File: config.mk
export PLATFORM = sky130hd
export DESIGN_NAME = cpu_sram_arb
export DESIGN_NICKNAME = d
export VERILOG_FILES = /design/src/rtl/cpu_sram_pkg.sv /design/src/rtl/cpu_sram_arb_rr_arb2.sv /design/src/rtl/cpu_sram_arb.sv
export SDC_FILE = /design/constraint.sdc
export NUM_CORES = 1
export LEC_CHECK = 0
export ABC_AREA = 0
export BUFFER_PORTS_ARGS = -buffer_cell sky130_fd_sc_hd__buf_2
export CAP_MARGIN = 20
export CORE_MARGIN = 2
export CORE_UTILIZATION = 40
export CTS_BUF_LIST = sky130_fd_sc_hd__clkbuf_2
export CTS_CLUSTER_SIZE = 28
export DETAILED_ROUTE_END_ITERATION = 8
export GPL_TIMING_DRIVEN = 0
export PLACE_DENSITY = 0.87
export SETUP_SLACK_MARGIN = 0.1
export SYNTH_ARGS = -nofsm -noshare
export SYNTH_HDL_FRONTEND = slang
export SYNTH_HIERARCHICAL = 1
export SYNTH_SLANG_ARGS = --single-unit
File: constraint.sdc
create_clock -name clk -period 2.7 [get_ports clk]
set_input_delay 0.405 -clock clk [delete_from_list [all_inputs] [get_ports clk]]
set_output_delay 0.405 -clock clk [all_outputs]
set_load 0.05 [all_outputs]
File: src/rtl/cpu_sram_pkg.sv
// Shared constants and types for the code-SRAM arbiter slice.
// The 1024 x 32 code SRAM is split into two 512-word banks by word address bit 9 (byte addr[11]).
package cpu_sram_pkg;

  localparam int         SRAM_AW       = 10;
  localparam int         SRAM_DEPTH    = 1024;
  localparam logic [3:0] SRAM_WEN_IDLE = 4'hF;

  // Requester indices into the request/grant vectors
  localparam int PORT_IF = 0;  // instruction fetch, read-only
  localparam int PORT_D  = 1;  // loader/debug data bus

  // Power-up sequencing states (only used when the init sweep is built in)
  typedef enum logic [0:0] {
    INIT = 1'b0,
    RUN  = 1'b1
  } arb_state_t;

endpackage

File: src/rtl/cpu_sram_arb_rr_arb2.sv
// Two-way round-robin arbiter: combinational same-cycle grant.
// rr_last remembers the most recent winner; on a tie the other port wins.
module rr_arb2
  import cpu_sram_pkg::*;
(
  input  logic       clk,
  input  logic       rst_n,
  input  logic       en,
  input  logic [1:0] req,
  output logic [1:0] gnt
);

  logic rr_last;

  // Grant the sole requester, or the port that did not win last time on a tie
  always_comb begin
    gnt = 2'b00;
    if (en) begin
      case (req)
        2'b01:   gnt = 2'b01;
        2'b10:   gnt = 2'b10;
        2'b11:   gnt = rr_last ? 2'b01 : 2'b10;
        default: gnt = 2'b00;
      endcase
    end
  end

  // Track the last winner; reset to the data port so fetch wins the first tie
  always_ff @(posedge clk or negedge rst_n) begin
    if (!rst_n) begin
      rr_last <= 1'b1;
    end else if (|gnt) begin
      rr_last <= gnt[PORT_D];
    end
  end

endmodule

File: src/rtl/cpu_sram_arb.sv
// Arbiter/sequencer sharing the single-port code SRAM between instruction
// fetch (port 0, read-only) and the loader/debug bus (port 1, read/write).
// Optional build macro CPU_SRAM_ARB_INIT_EN adds a power-up sweep that fills
// every word with INIT_VAL before any requester is granted.
module cpu_sram_arb
  import cpu_sram_pkg::*;
#(
  parameter int            AW       = SRAM_AW,
  parameter int            DW       = 32,
  parameter logic [DW-1:0] INIT_VAL = '0
) (
  input  logic          clk,
  input  logic          rst_n,
  input  logic          p0_req,
  input  logic [AW-1:0] p0_addr,
  output logic          p0_gnt,
  output logic          p0_rvalid,
  output logic [DW-1:0] p0_rdata,
  input  logic          p1_req,
  input  logic          p1_we,
  input  logic [3:0]    p1_be,
  input  logic [AW-1:0] p1_addr,
  input  logic [DW-1:0] p1_wdata,
  output logic          p1_gnt,
  output logic          p1_rvalid,
  output logic [DW-1:0] p1_rdata,
  output logic          sram_cen,
  output logic [3:0]    sram_wen,
  output logic [AW-1:0] sram_addr,
  output logic [DW-1:0] sram_din,
  input  logic [DW-1:0] sram_dout,
  output logic          init_done
);

  logic [1:0]    req;
  logic [1:0]    gnt;
  logic [1:0]    rd_grant;
  logic [1:0]    rd_owner;
  logic          wr_access;
  logic          init_busy;
  logic [AW-1:0] init_addr;
  logic [AW-1:0] gnt_addr;
  logic [AW-1:0] addr_q;
  logic [DW-1:0] din_q;

  assign req = {p1_req, p0_req};

  rr_arb2 u_rr_arb2 (
    .clk   (clk),
    .rst_n (rst_n),
    .en    (init_done),
    .req   (req),
    .gnt   (gnt)
  );

  assign p0_gnt = gnt[PORT_IF];
  assign p1_gnt = gnt[PORT_D];

  // A granted write with no byte enables is accepted but never touches the SRAM
  assign rd_grant  = {gnt[PORT_D] & ~p1_we, gnt[PORT_IF]};
  assign wr_access = gnt[PORT_D] & p1_we & (|p1_be);
  assign gnt_addr  = gnt[PORT_D] ? p1_addr : p0_addr;

`ifdef CPU_SRAM_ARB_INIT_EN
  arb_state_t    state;
  logic [AW-1:0] init_cnt;

  // Sweep every word once after reset, then hand the SRAM to the requesters
  always_ff @(posedge clk or negedge rst_n) begin
    if (!rst_n) begin
      state    <= INIT;
      init_cnt <= '0;
    end else if (state == INIT) begin
      init_cnt <= init_cnt + 1'b1;
      if (init_cnt == AW'(SRAM_DEPTH - 1)) begin
        state <= RUN;
      end
    end
  end

  assign init_busy = (state == INIT);
  assign init_addr = init_cnt;
  assign init_done = (state == RUN);
`else
  assign init_busy = 1'b0;
  assign init_addr = '0;
  assign init_done = 1'b1;
`endif

  // SRAM command: init sweep, granted read, granted write, else idle with addr/din held
  always_comb begin
    sram_cen  = 1'b1;
    sram_wen  = SRAM_WEN_IDLE;
    sram_addr = addr_q;
    sram_din  = din_q;
    if (init_busy) begin
      sram_cen  = 1'b0;
      sram_wen  = 4'h0;
      sram_addr = init_addr;
      sram_din  = INIT_VAL;
    end else if (|rd_grant) begin
      sram_cen  = 1'b0;
      sram_addr = gnt_addr;
    end else if (wr_access) begin
      sram_cen  = 1'b0;
      sram_wen  = ~p1_be;
      sram_addr = p1_addr;
      sram_din  = p1_wdata;
    end
  end

  // Hold the last driven address/data and remember which port owns next cycle's read data
  always_ff @(posedge clk or negedge rst_n) begin
    if (!rst_n) begin
      addr_q   <= '0;
      din_q    <= '0;
      rd_owner <= 2'b00;
    end else begin
      addr_q   <= sram_addr;
      din_q    <= sram_din;
      rd_owner <= rd_grant;
    end
  end

  // Read data is steered only to the port that issued the read; the other sees zero
  assign p0_rvalid = rd_owner[PORT_IF];
  assign p1_rvalid = rd_owner[PORT_D];
  assign p0_rdata  = rd_owner[PORT_IF] ? sram_dout : '0;
  assign p1_rdata  = rd_owner[PORT_D]  ? sram_dout : '0;

endmodule

# After elaboration in Yosys (flattened, before gate mapping)
# Index checks and enable logic that the tools add are counted.
# totals
out_inout_bits,116
ff_bits,45
# classes
n_reduce_logical,3
n_eq_ne,3
muxes,13
bitwise_logic,5
# ops
operator,n
2-to-1 mux 32 bit,4
2-to-1 mux 10 bit,3
2-to-1 mux 4 bit,2
case mux 2 bit (3 select lines),1
== test 2 bit (second input constant),2
NOT 4 bit,1
OR reduction 2 bit,2
OR reduction 4 bit,1
AND 1 bit,3
== test 2 x 1 -> 1 bit (second input constant),1
2-to-1 mux 1 bit,2
2-to-1 mux 2 bit,1
NOT 1 bit,1

# Logic depth before layout (Yosys ltp)
# logic_depth
ltp_word,6
mapped_depth,7

# Modules after synthesis
# The synthesis kept the hierarchy.
# modules_own_cells
module,seq_area_each_um2,area_per_inst_um2,cells_per_inst,instances
cpu_sram_arb,1101.1,2382.3,199,1
rr_arb2,26.3,62.6,8,1

# Worst setup path before layout
# Ideal clock, no wire load.
# synth_path
path_kind,reg2out
startpoint,reg u_rr_arb2.rr_last
endpoint,out sram_addr[0]
arrival_ns,2.777
path_buffers,0
required_time_ns,2.295
setup_slack_ns,-0.482
stages_incl_launch_ff,6
cell_sequence,dfstp_2 -> inv_1 -> a21oi_1 -> inv_1 -> a31oi_1 -> a221o_1
# synth_rtl
item,line,text
"start, declared",cpu_sram_arb_rr_arb2.sv:13,logic rr_last;
"start signal, assigned",cpu_sram_arb_rr_arb2.sv:33,rr_last <= gnt[PORT_D];
2-to-1 mux 2 bit,cpu_sram_arb_rr_arb2.sv:22,2'b11: gnt = rr_last ? 2'b01 : 2'b10;
case mux 2 bit (3 select lines),cpu_sram_arb_rr_arb2.sv:19,case (req)
named net p0_gnt,cpu_sram_arb.sv:16,"output logic p0_gnt,"
OR reduction 2 bit,cpu_sram_arb.sv:101,end else if (|rd_grant) begin
2-to-1 mux 10 bit,cpu_sram_arb.sv:101,
"end, declared",cpu_sram_arb.sv:29,"output logic [AW-1:0] sram_addr,"
# The timed path passes the listed nets, and every way through them passes these cells.

# Final worst setup path
# layout_path
startpoint,reg u_rr_arb2.rr_last
endpoint,out sram_din[4]
# layout_between
elab_chain_cells,6
# layout_lines
item,line,text
2-to-1 mux 2 bit (*),cpu_sram_arb_rr_arb2.sv:22,
case mux 2 bit (3 select lines) (*),cpu_sram_arb_rr_arb2.sv:19,
AND 1 bit (2 in a row),cpu_sram_arb.sv:61,assign wr_access = gnt[PORT_D] & p1_we & (|p1_be);
2-to-1 mux 32 bit,cpu_sram_arb.sv:104,end else if (wr_access) begin
2-to-1 mux 32 bit (*),cpu_sram_arb.sv:101,
"end, declared",cpu_sram_arb.sv:30,"output logic [DW-1:0] sram_din,"
# Every way passes the cells marked *; elsewhere a longest branch is shown, timed or not.

==> results.toml <==
[clock_tree]
cts-buffers-inserted = 5
clk_pin_slew_worst_paths_ns = 0.24
cts_tree = "done"
root_buffer = "clkbuf_2"
insertion_delay_ns = 0.41
cts_buffer_depth = 2
clock_sink_count = 45
cts_max_level = 2

[pwr]
vdd_drop_max_v = 0.000636
p_per_area_nw_per_um2 = 758
leakagePower_nw = 2.34
finalPower_mw = 3.27

[hold_path]
hold_class = "in -> reg"

[cells_and_area]
syn2layout_area_growth_pct = 76.7
nNetsFinal = 540
final_common_cell = "buf_2"
antennaDiodeCount = 0
layout_common_cells = "165 x buf_2, 64 x and2_1, 44 x dfrtp_1, 36 x buf_6, 30 x mux2_4"
final_cell_area_um2 = 4320
drive_gt1_share_pct = 64.3

[logic_synthesis]
syn_avg_cell_area_um2 = 11.8
seq_area_frac_synth_pct = 46.1
synth_cell_types = 23
synth_area_um2 = 2440
synth_warnings = 6
yosys-top-cells-area = "dfrtp_1 45%, mux2_4 18%, and2_1 16%"
ys_ff_latch = 45
yosysTopAreaCell = "dfrtp_1"
synth_top_cell_area_share_pct = 45.0
syn_inst = 207

[grt]
grt_usage_pct = 23.3
antenna_found_initial = 0
grt_pass1_wl_um = 11900
grt_start_max_net_pins = 46
grt_pass1_vias = 2472
grt_overflow = 0

[floorplan]
die_w_um = 82.2
io_pins = 209
dieArea_um2 = 6750
fp.dieH_um = 82.2
core_area_um2 = 5920
std_cell_rows = 28
initial_core_util_pct = 41.3

[timing]
tightest_slew_ns = 0.499
period_share_pct = 102
slew_violations = 0
fmax_mhz = 361
setup_violations = 39
grt_setup_unrepaired = "true"
skew_ns = 0.00988
hold_viol_final = 0
fin_hold_ws_ns = 0.220
setup_ws_ns = -0.0669
final.min_clock_period_ns = 2.77
maxSlewHeadroom_pct = 66.5

[setup_path]
worstPathMaxFanout = 7
arrival_ns = 2.36
end_kind = "primary output"
crit_type = "reg -> out"
cp.required_ns = 2.30
start_kind = "register"

[route]
drt_pre_antenna_iters = 4
num_vias = 2486
drt_iter0_drc = 80
viasPerCell = 4.75
route.detailed.drc = 0
post_drt_wl_per_cell_um = 16.0
postRouteAntennaNets = 0
routed_wl_um = 8350

[job]
max_cap_viol_count = 0

[placement]
hpwl_um = 5950
placed_cell_area_um2 = 3600
gp_congestion = 0.757
place_ws_ns = 0.0410
numPortBuffers = 207

[outcome]
status = "complete, but fails checks"
violations = "setup timing"
-- repair_timing --
| item | 4_1_cts | 5_1_grt |
|---|---|---|
| endpoints found under the hold margin | 0 | 44 |
| gates resized for setup | 110 | 11 |
| setup endpoints to repair | 42 | 42 |
| hold buffers | 0 | 1 |
| buffers inserted | 15 | 3 |
| gates cloned | 1 | 2 |
| pin swaps | 11 | 2 |
-- kinds of logic (layout without fill, tap and decap cells) --
family | after synthesis | after routing | share of synthesized area, %
buffers and inverters | 17 | 255 | 3.84
flip-flops | 45 | 45 | 46.1
AND/OR/NAND/NOR | 87 | 87 | 21.1
multiplexers | 42 | 42 | 23.4
other | 1 | 4 | 0.153
AO/OA/AOI/OAI | 15 | 15 | 5.32
-- layer usage --
metal	part of all wire (%)	global-route usage (%)	wire [µm]
met4	2.0	6.50	169
met5	0	0	0
met1	33	22.9	2740
met2	58	46.7	4830
met3	7.3	6.41	607
-- critical path, cell delays in order, from the launching register on --
cell and delay, ns:
dfstp_2 0.60, inv_2 0.05, a21oi_4 0.14, and3b_2 0.23
nor2b_4 0.13, buf_12 0.17, clkbuf_16 0.16, mux2_4 0.32
buf_8 0.15
-- report_power, final --
group / total, mW / switching [mW] / internal, mW
Sequential: 0.928 / 0.0753 / 0.853
Clock: 0.385 / 0.222 / 0.162
Combinational: 1.96 / 1.18 / 0.784
Total: 3.27 / 1.47 / 1.80
-- final cells by class --
type | instances | area (µm²)
fillers | 437 | 1600
inverters | 3 | 11.3
clock inverters | 2 | 38.8
multi-input cells | 148 | 1300
plain buffers | 14 | 149
clock buffers | 6 | 30.0
flip-flops and latches | 45 | 1130
well taps | 75 | 93.8
repair buffers | 230 | 1570
-- registers in the layout, summed over array words and instances, names as in the netlist --
name	cells
addr_q	10
din_q	32
rd_owner	2
u_rr_arb2/rr_last	1
-- cell usage after synthesis --
cell type and count:
a21oi_1 3, a21oi_2 1, a221o_1 10, a31oi_1 1
and2_1 64, and3_1 2, and3b_1 1, buf_2 2
buf_4 1, buf_6 3, clkbuf_1 7, clkbuf_2 1
conb_1 1, dfrtp_1 44, dfstp_2 1, inv_1 3
mux2_2 2, mux2_4 30, mux2i_1 10, nand2_1 6
nor2_1 12, nor2b_1 1, nor4_4 1
-- path summary, 6_finish.rpt --
| path | start | end | slack, ns | depth (start not counted) |
|---|---|---|---|---|
| setup / recovery | u_rr_arb2/rr_last$_DFFE_PN1P_ | sram_din[4] | -0.07 | 8 |
| hold / removal | p1_wdata[10] | din_q[10]$_DFF_PN0_ | 0.22 | 2 |
| setup reg to reg | u_rr_arb2/rr_last$_DFFE_PN1P_ | addr_q[0]$_DFF_PN0_ | 0.62 | 10 |
| hold reg to reg | din_q[23]$_DFF_PN0_ | din_q[23]$_DFF_PN0_ | 0.53 | 1 |
| max in group asynchronous | rst_n | u_rr_arb2/rr_last$_DFFE_PN1P_ | 1.91 | 3 |
| min in group asynchronous | rst_n | din_q[18]$_DFF_PN0_ | 0.30 | 2 |
-- stage by stage --
step                      cells  util, %  setup TNS (ns)
after global placement      492     60.8               0
after detailed placement    492     60.8               0
after global routing        523     73.0           -6.56
after CTS                   516     70.5           -1.99
after floorplan             210        -               0
final                       523     73.0           -1.45
Power figures use the tool's default switching activity.
